[src/rtl/semaforo_pkg.sv]
// Shared state codes, state type and lamp encodings for the timed traffic-light controller.
// Lamp vectors are ordered {GRN, YLW, RED}.
package semaforo_pkg;

  typedef logic [1:0] state_t;

  localparam state_t S_GRN = 2'b00;
  localparam state_t S_YLW = 2'b01;
  localparam state_t S_RED = 2'b10;
  localparam state_t S_ILL = 2'b11;

  localparam logic [2:0] LAMP_GRN = 3'b100;
  localparam logic [2:0] LAMP_YLW = 3'b010;
  localparam logic [2:0] LAMP_RED = 3'b001;
  localparam logic [2:0] LAMP_OFF = 3'b000;

  function automatic logic [2:0] lamp_decode(input state_t st);
    logic [2:0] lamps;
    case (st)
      S_GRN:   lamps = LAMP_GRN;
      S_YLW:   lamps = LAMP_YLW;
      S_RED:   lamps = LAMP_RED;
      default: lamps = LAMP_OFF;
    endcase
    return lamps;
  endfunction

endpackage

[src/rtl/semaforo_timer.sv]
// Loadable dwell down-counter: holds at zero, reports expired while the count is zero.
module semaforo_timer #(
  parameter int               CNT_W   = 8,
  parameter logic [CNT_W-1:0] RST_VAL = {CNT_W{1'b0}}
) (
  input  logic             clk,
  input  logic             res_n,
  input  logic             load,
  input  logic [CNT_W-1:0] load_val,
  output logic             expired
);

  logic [CNT_W-1:0] cnt_r;

  // Dwell counter: load on state entry, otherwise count down and stop at zero.
  always_ff @(posedge clk or negedge res_n) begin
    if (!res_n) begin
      cnt_r <= RST_VAL;
    end else if (load) begin
      cnt_r <= load_val;
    end else if (cnt_r != {CNT_W{1'b0}}) begin
      cnt_r <= cnt_r - {{(CNT_W-1){1'b0}}, 1'b1};
    end else begin
      cnt_r <= cnt_r;
    end
  end

  assign expired = (cnt_r == {CNT_W{1'b0}});

endmodule

[src/rtl/semaforo_temporizado.sv]
// Timed green/yellow/red Moore controller with latched car request and minimum green time.
// Define SEMAFORO_PED_EN to add the pedestrian button (PED) and walk lamp (WALK).
module semaforo_temporizado
  import semaforo_pkg::*;
#(
  parameter int CNT_W     = 8,
  parameter int T_GRN_MIN = 4,
  parameter int T_YLW     = 2,
  parameter int T_RED     = 8
) (
  input  logic       clk,
  input  logic       res_n,
  input  logic       CAR,
`ifdef SEMAFORO_PED_EN
  input  logic       PED,
  output logic       WALK,
`endif
  output logic       GRN,
  output logic       YLW,
  output logic       RED,
  output logic [1:0] state_o
);

  if (T_GRN_MIN < 1 || T_GRN_MIN > (2**CNT_W - 1)) begin : g_bad_t_grn
    $error("semaforo_temporizado: T_GRN_MIN out of range");
  end
  if (T_YLW < 1 || T_YLW > (2**CNT_W - 1)) begin : g_bad_t_ylw
    $error("semaforo_temporizado: T_YLW out of range");
  end
  if (T_RED < 1 || T_RED > (2**CNT_W - 1)) begin : g_bad_t_red
    $error("semaforo_temporizado: T_RED out of range");
  end

  localparam logic [CNT_W-1:0] LD_GRN = CNT_W'(T_GRN_MIN - 1);
  localparam logic [CNT_W-1:0] LD_YLW = CNT_W'(T_YLW - 1);
  localparam logic [CNT_W-1:0] LD_RED = CNT_W'(T_RED - 1);

  state_t           state_r;
  state_t           next_state_s;
  logic             expired_s;
  logic             load_s;
  logic [CNT_W-1:0] load_val_s;
  logic             car_pend_r;
  logic             exit_req_s;
  logic             grn_exit_s;
  logic [2:0]       lamps_s;
`ifdef SEMAFORO_PED_EN
  logic             ped_pend_r;
  logic             walk_grant_r;
  logic             red_exit_s;
`endif

  semaforo_timer #(
    .CNT_W   (CNT_W),
    .RST_VAL (LD_GRN)
  ) u_timer (
    .clk      (clk),
    .res_n    (res_n),
    .load     (load_s),
    .load_val (load_val_s),
    .expired  (expired_s)
  );

  // State register.
  always_ff @(posedge clk or negedge res_n) begin
    if (!res_n) begin
      state_r <= S_GRN;
    end else begin
      state_r <= next_state_s;
    end
  end

  // Next-state logic plus the dwell reload for whichever state is entered next.
  always_comb begin
`ifdef SEMAFORO_PED_EN
    exit_req_s = car_pend_r | CAR | ped_pend_r | PED;
`else
    exit_req_s = car_pend_r | CAR;
`endif
    next_state_s = state_r;
    case (state_r)
      S_GRN: begin
        if (expired_s && exit_req_s) next_state_s = S_YLW;
        else                         next_state_s = S_GRN;
      end
      S_YLW: begin
        if (expired_s) next_state_s = S_RED;
        else           next_state_s = S_YLW;
      end
      S_RED: begin
        if (expired_s) next_state_s = S_GRN;
        else           next_state_s = S_RED;
      end
      default: next_state_s = S_GRN;
    endcase

    load_s     = (next_state_s != state_r);
    grn_exit_s = (state_r == S_GRN) && (next_state_s == S_YLW);
    case (next_state_s)
      S_YLW:   load_val_s = LD_YLW;
      S_RED:   load_val_s = LD_RED;
      default: load_val_s = LD_GRN;
    endcase
  end

  // Car request latch; the green exit clears it even if CAR is still high.
  always_ff @(posedge clk or negedge res_n) begin
    if (!res_n) begin
      car_pend_r <= 1'b0;
    end else if (grn_exit_s) begin
      car_pend_r <= 1'b0;
    end else if ((state_r == S_GRN) && CAR) begin
      car_pend_r <= 1'b1;
    end else begin
      car_pend_r <= car_pend_r;
    end
  end

`ifdef SEMAFORO_PED_EN
  assign red_exit_s = (state_r == S_RED) && (next_state_s == S_GRN);

  // Pedestrian latch and walk grant; the grant is decided when green ends and held through red.
  always_ff @(posedge clk or negedge res_n) begin
    if (!res_n) begin
      ped_pend_r   <= 1'b0;
      walk_grant_r <= 1'b0;
    end else if (grn_exit_s) begin
      ped_pend_r   <= 1'b0;
      walk_grant_r <= ped_pend_r | PED;
    end else begin
      ped_pend_r   <= ped_pend_r | PED;
      if (red_exit_s) walk_grant_r <= 1'b0;
      else            walk_grant_r <= walk_grant_r;
    end
  end
`endif

  // Lamp decode straight from the state register.
  always_comb begin
    lamps_s         = lamp_decode(state_r);
    {GRN, YLW, RED} = lamps_s;
    state_o         = state_r;
`ifdef SEMAFORO_PED_EN
    WALK            = (state_r == S_RED) && walk_grant_r;
`endif
  end

endmodule

[config.mk]
export PLATFORM = sky130hd
export DESIGN_NAME = semaforo_temporizado
export DESIGN_NICKNAME = d
export VERILOG_FILES = /design/src/rtl/semaforo_pkg.sv /design/src/rtl/semaforo_timer.sv /design/src/rtl/semaforo_temporizado.sv
export SDC_FILE = /design/constraint.sdc
export NUM_CORES = 1
export LEC_CHECK = 0
export CAP_MARGIN = 20
export CORE_UTILIZATION = 45
export CTS_CLUSTER_SIZE = 28
export DETAILED_ROUTE_END_ITERATION = 16
export PLACE_DENSITY = 0.74
export SETUP_SLACK_MARGIN = 0.02
export SLEW_MARGIN = 10
export SYNTH_ARGS = -nofsm -noshare
export SYNTH_HDL_FRONTEND = slang
export SYNTH_SLANG_ARGS = --single-unit
export TNS_END_PERCENT = 30
[constraint.sdc]
create_clock -name clk -period 4.6 [get_ports clk]
set_input_delay 1.15 -clock clk [delete_from_list [all_inputs] [get_ports clk]]
set_output_delay 1.15 -clock clk [all_outputs]
set_load 0.02 [all_outputs]
==> summary.md, run 1 <==
| Metric | Value |
|---|---|
| Multi-input gate area | 320.3 um^2 |
| CTS max path bufs | 2 |
| Critical R2R Capture | u_timer.cnt_r[4] |
| Synth-to-layout area growth | 16.40% |
| Crit path required time | 3.45 ns |
| Slowest CP cell | clkdlybuf4s50_1 |
| Die ar. | 0.001543 mm^2 |
| Setup TNS | 0 ns |
| DRC Markers | 0 |
| CTS tree | built |
| Util after Layout | 0.5596 |
| Final RePlAce weighted congestion | 0.7420 |
| Ant. Diodes | 0 |
| Worst rel slew slack | 0.4264 |
| Number of DRC markers in iteration 0 | 27 |
| Internal power | 0.1322 mW |
| Clock Power Share | 0.404 |
| Crit path buffers/inverters | 2 |
| Leak pwr | 0.2737 nW |
| Max Slew Vio Count | 0 |
| Synthesized area per cell | 9.775 um^2 |
| Sequential element share of the synthesized area | 0.4440 |
| Synth top area share | 0.3600 |
| Cells after Synth | 64 |
| Largest area contributor in the netlist | dfrtp_1 |
| CP Data Arrival Time | 1.68 ns |
| Stages on worst setup path | 3 |
| Synth top area cells | dfrtp_1 (36%), dfstp_2 (8.4%), a22oi_1 (6.0%), a21oi_1 (4.0%), nor3_1 (3.2%) |
| Row count | 13 |
| Core footprint | 0.001301 mm^2 |
| Synth warn | 0 |
| Maximum VDD drop | 0.0001608 V |
| Comb pwr share | 0.026 |
| CTS Hold Bufs | 0 |
| Hold Path Origin | u_timer.cnt_r[1] |
| Fill cell count | 127 |
| Detail Placement HPWL | 899.3 um |
| CTS sink count | 11 |
| Antenna Nets Post-Route | 0 |
| WHS Path Cells | 2 |
| Critical path launch point type | register |
| Worst-skew pair later-pin latency | 0.28 ns |
| I/O pins | 8 |
| Asr flop ratio synth | 1.000 |
| Post-CTS sizing | 0 |
| Final hold viol count | 0 |
| Layout cells sized above 1 | 0.1111 |
| All-Layer GR Usage | 0.2060 |
| Max Clock Freq | 0.3539 GHz |
| Switching share of power | 0.2221 |
| Yosys cell types | 30 |
| Flop pwr share | 0.569 |
| Register Area | 277.8 um^2 |
| Slew @ Worst Pin | 0.8485 ns |
| FF-to-FF Start | u_timer.cnt_r[0] |
| Crit path largest cell delay | 0.62 ns |
| Count leader, synth | dfrtp_1 |
| Hold EP | u_timer.cnt_r[1] |
| Status | finished clean |
| CP Class | register to primary output |
| Layout Skew | 0.008213 ns |
| Psw | 0.03774 mW |
| Die Span X | 39.29 um |
| CTS buffer count | 3 |
| Max-cap viol count | 0 |
| Hold Slack | 0.5804 ns |
| IO Port Bufs | 7 |
| RSZ-0062 raised after global routing | false |
| H-tree depth | 1 |
| Crit-path leading delay family | buffers and inverters |
| Hold Crit Class | register to register |
| DR vias/cell | 6.414 |
| Vias post-DR | 558 |
| Mapped cell area | 625.6 um^2 |
| Final worst path period share | 0.6142 |
| Pin count of the biggest net entering global routing | 13 |
| First-pass DRT Iterations | 4 |
| Clock transition at the registers of the reported paths | 0.08 ns |
| R2R Setup Slk | 2.39 ns |
| Seq cells post-synth | 11 |
| Post-place setup slack | 2.005 ns |
| Setup violators final | 0 |
| Routed wire length | 1332 um |
| Worst-path fanout max | 9 |
| EDFF count, synth | 0 |
| Syn nets | 68 |
| Worst reg2reg path depth | 5 |
| Drt wl/cell | 15.31 um |
| Antenna violations before repair | 0 |
| Final nets | 77 |
| First-pass GRT wire length | 2056 um |
| Setup WS post-layout | 1.775 ns |
| Die Y | 39.29 um |
| PD cells | 233.3 mW/mm^2 |
| Vias in the first global route | 501 |
| Cell Chain, Critical Path | inv_1 -> nor2_1 -> clkdlybuf4s50_1 |
| Tmin final | 2.825 ns |
| Predominant post-synthesis flop cell | dfrtp_1 |
| Commonest cells post-synth | dfrtp_1 (9), a21oi_1 (5), a22oi_1 (5) |
| Initial core utilization | 0.4808 |
| Root buffer cell | clkbuf_4 |
| Post-CTS Setup Bufs | 0 |
| Endpoint class of the critical path | primary output |
| Grt ovf | 0 |
-- layer usage --
| layer | global-route usage | part of all wire | up-vias | wire, um |
|---|---|---|---|---|
| met5 | 0 | 0 | - | 0 |
| met3 | 0.03409 | 0.037 | 4 | 49 |
| li1 | - | - | 269 | - |
| met1 | 0.2438 | 0.48 | 269 | 643 |
| met4 | 0.1552 | 0.020 | 0 | 26 |
| met2 | 0.3292 | 0.46 | 16 | 613 |
-- metrics by stage --
stage	power, mW	area [um^2]	std cells
3_5_place_dp	0.1032	701.9	83
2_1_floorplan	0.09919	625.6	64
6_report	0.1699	728.2	87
4_1_cts	0.1729	728.2	87
5_1_grt	0.1770	728.2	87
3_3_place_gp	0.1031	701.9	83
-- worst register-to-register path, cell delays in order, from the launching register on --
cell and delay [ns]:
dfstp_2 0.38, inv_1 0.09, ha_1 0.22, or4b_1 0.59, o31ai_1 0.59, a22oi_1 0.19
-- how the worst max path moves through the flow --
| stage | startpoint | endpoint |
|---|---|---|
| final | state_o[1] | RED |
| after global routing | state_o[1] | RED |
| after CTS | state_o[1] | RED |
| after detailed placement | CAR | u_timer.cnt_r[4] |
| after global placement | CAR | u_timer.cnt_r[3] |
| after floorplan | state_o[0] | YLW |
-- registers in the layout (all words and copies together) (netlist names) --
signal,cells
u_timer.cnt_r,8
car_pend_r,1
state_o,2
-- layout by cell type (no fill, tap or decap) --
cell type	synthesis	layout
clkbuf_1	2	1
o31ai_1	2	2
dfstp_2	2	2
ha_1	1	1
xnor2_1	1	1
dfrtp_1	9	9
nand2_1	1	1
or3_1	1	1
nor2b_1	1	1
nor3_1	4	4
clkbuf_4	0	3
clkdlybuf4s50_1	0	7
a41oi_1	1	1
inv_1	4	4
a21o_1	2	2
nand4b_1	1	1
a221oi_1	2	2
a21oi_1	5	5
mux2_2	1	1
o21ai_0	3	3
a2111o_1	1	1
a211oi_1	1	1
nor4_1	1	1
nor4b_1	1	1
or3_2	1	1
nor2_1	4	4
o41ai_1	1	1
or4b_1	2	2
a22oi_1	5	5
or4_1	2	2
or3b_2	1	1
-- cell type report --
cell class                 count  area share
tap                           15     0.02577
inverter                       4     0.02062
multi-input combinational     46      0.4399
sequential                    11      0.3814
timing repair buffer           7     0.09622
clock buffer                   4     0.03608
-- power by group through the flow --
| stage | sequential [mW] | clock [mW] | combinational [mW] |
|---|---|---|---|
| floorplan | 0.0986 | 0 | 0.000614 |
| global placement | 0.0986 | 0 | 0.00458 |
| detailed placement | 0.0986 | 0 | 0.00466 |
| CTS | 0.0967 | 0.0715 | 0.00467 |
| global route | 0.0967 | 0.0752 | 0.00506 |
| finish | 0.0967 | 0.0687 | 0.00445 |
-- cell families after synthesis --
family / synth area share
muxes: 0.01800
AOI/OAI and AO/OA: 0.2580
xor gates and xnor gates: 0.01400
adders and majority gates: 0.02000
DFF: 0.4440
and+or+nand+nor: 0.2020
buffers and inverters: 0.04399
Power figures use the tool's default switching activity.
==> run 2, diff against run 1 <==
clock period = 2.9 ns   (was 4.6 ns; I/O delays follow)
==> summary.md, run 2 (synthesis gave the netlist of run 1 again) <==
| Metric | Value |
|---|---|
| Status | finished clean (unchanged) |
| Final worst path period share | 0.8231 |
| Drt wl/cell | 14.67 um (was 15.31 um) |
| CTS Hold Bufs | 0 (unchanged) |
| WHS Path Cells | 2 (unchanged) |
| Crit path required time | 2.17 ns (was 3.45 ns) |
| Die Y | 39.29 um (unchanged) |
| Vias post-DR | 542 (was 558) |
| Max Clock Freq | 0.4189 GHz |
| First-pass GRT wire length | 2208 um (was 2056 um) |
| Slowest CP cell | clkdlybuf4s50_1 (unchanged) |
| H-tree depth | 1 (unchanged) |
| Setup WS post-layout | 0.5129 ns (was 1.775 ns) |
| Core footprint | 0.001301 mm^2 (unchanged) |
| Antenna Nets Post-Route | 0 (unchanged) |
| Worst-skew pair later-pin latency | 0.26 ns (was 0.28 ns) |
| Synth-to-layout area growth | 16.40% (unchanged) |
| Critical R2R Capture | u_timer.cnt_r[4] (unchanged) |
| All-Layer GR Usage | 0.2158 (was 0.2060) |
| Crit path launch | state_o[0] (was state_o[1]) |
| Layout Skew | 0.003581 ns (was 0.008213 ns) |
| Cell Chain, Critical Path | nor2b_1 -> clkdlybuf4s50_1 (was inv_1 -> nor2_1 -> clkdlybuf4s50_1) |
| Util after Layout | 0.5596 (unchanged) |
| Final RePlAce weighted congestion | 0.7844 (was 0.7420) |
| Number of DRC markers in iteration 0 | 16 (was 27) |
| Total power | 0.2599 mW (was 0.1699 mW) |
| DRC Markers | 0 (unchanged) |
| Worst reg2reg path depth | 5 (unchanged) |
| Detail Placement HPWL | 897.9 um (was 899.3 um) |
| Fill cell count | 124 (was 127) |
| Post-route cell area | 728.2 um^2 (unchanged) |
| Final hold viol count | 0 (unchanged) |
| Post-CTS sizing | 0 (unchanged) |
| CTS sink count | 11 (unchanged) |
| Layout cells sized above 1 | 0.1111 (unchanged) |
| Max-cap viol count | 0 (unchanged) |
| Post-CTS Setup Bufs | 0 (unchanged) |
| Most common cell after layout, fill and taps aside | dfrtp_1 (unchanged) |
| IO Port Bufs | 7 (unchanged) |
| Initial core utilization | 0.4808 (unchanged) |
| CTS tree | built (unchanged) |
| Antenna violations before repair | 0 (unchanged) |
| Die ar. | 0.001543 mm^2 (unchanged) |
| Maximum VDD drop | 0.0001807 V (was 0.0001608 V) |
| Largest register by flop count | u_timer.cnt_r (unchanged) |
| Critical path launch point type | register (unchanged) |
| DR vias/cell | 6.230 (was 6.414) |
| First-pass DRT Iterations | 4 (unchanged) |
| CTS max path bufs | 2 (unchanged) |
| Hold Slack | 0.5585 ns (was 0.5804 ns) |
| Setup TNS | 0 ns (unchanged) |
| Worst rel slew slack | 0.3831 (was 0.4264) |
| R2R Setup Slk | 0.73 ns (was 2.39 ns) |
| Placed inst area | 701.9 um^2 (unchanged) |
| RSZ-0062 raised after global routing | false (unchanged) |
| Clock transition at the registers of the reported paths | 0.07 ns (was 0.08 ns) |
| Commonest cells after routing, fill and taps aside | dfrtp_1 (9), clkdlybuf4s50_1 (7), a21oi_1 (5), a22oi_1 (5) (unchanged) |
| Setup crit end | YLW (was RED) |
| Setup violators final | 0 (unchanged) |
| Dpl cells | 83 (unchanged) |
| Tmin final | 2.387 ns |
| Final instance count without filler cells | 87 (unchanged) |
| Largest register FFs | 8 (unchanged) |
| CP Data Arrival Time | 1.66 ns (was 1.68 ns) |
| Routed wire length | 1276 um (was 1332 um) |
| Row count | 13 (unchanged) |
| Vias in the first global route | 471 (was 501) |
| FF-to-FF Start | u_timer.cnt_r[0] (unchanged) |
| Grt ovf | 0 (unchanged) |
| CP Class | register to primary output (unchanged) |
| Worst-path fanout max | 12 (was 9) |
| CTS buffer count | 3 (unchanged) |
| Leak pwr | 0.2737 nW (unchanged) |
| I/O pins | 8 (unchanged) |
| Pin count of the biggest net entering global routing | 13 (unchanged) |
| Crit path largest cell delay | 0.62 ns (about the same) |
| Die Span X | 39.29 um (unchanged) |
| Final nets | 77 (unchanged) |
| Hold Crit Class | register to register (unchanged) |
| Root buffer cell | clkbuf_4 (unchanged) |
| Max Slew Vio Count | 0 (unchanged) |
| Post-place setup slack | 0.7598 ns (was 2.005 ns) |
| PD cells | 356.9 mW/mm^2 (was 233.3 mW/mm^2) |
| Slew @ Worst Pin | 0.9126 ns (was 0.8485 ns) |
| Ant. Diodes | 0 (unchanged) |
| Endpoint class of the critical path | primary output (unchanged) |
## run 2: area by class of cell
cell class,count,area (um^2),area share
repair buffers,7,70.07,0.09622
multi-input cells,46,320.3,0.4399
well taps,15,18.77,0.02577
inverters,4,15.01,0.02062
clock buffers,4,26.28,0.03608
flip-flops and latches,11,277.8,0.3814
## run 2: routing by layer
metal	track usage	vias to the layer above	part of all wire
met5	0	-	0
met4	0.1034	0	0.011
met3	0.03409	2	0.034
met2	0.3000	11	0.45
met1	0.3191	262	0.50
li1	-	267	-
## run 2: how the worst min path moves through the flow
stage,start,end,slack [ns]
after global placement,car_pend_r,car_pend_r,0.55
after global routing,u_timer.cnt_r[1],u_timer.cnt_r[1],0.61
after CTS,car_pend_r,car_pend_r,0.57
after floorplan,res_n,car_pend_r,0.43
final,car_pend_r,car_pend_r,0.56
after detailed placement,car_pend_r,car_pend_r,0.55
## run 2: power breakdown
part	total (mW)	leakage (nW)	switching (mW)	internal [mW]
Clock	0.0994	0.0150	0.0464	0.0530
Sequential	0.153	0.126	0	0.153
Combinational	0.00696	0.133	0.00412	0.00284
## run 2: worst max-delay path: cells and delay by family, from the launching register on
kind          cells  cell delay (ns)
buf+inv           1             0.62
flops             1             0.57
simple gates      1             0.21
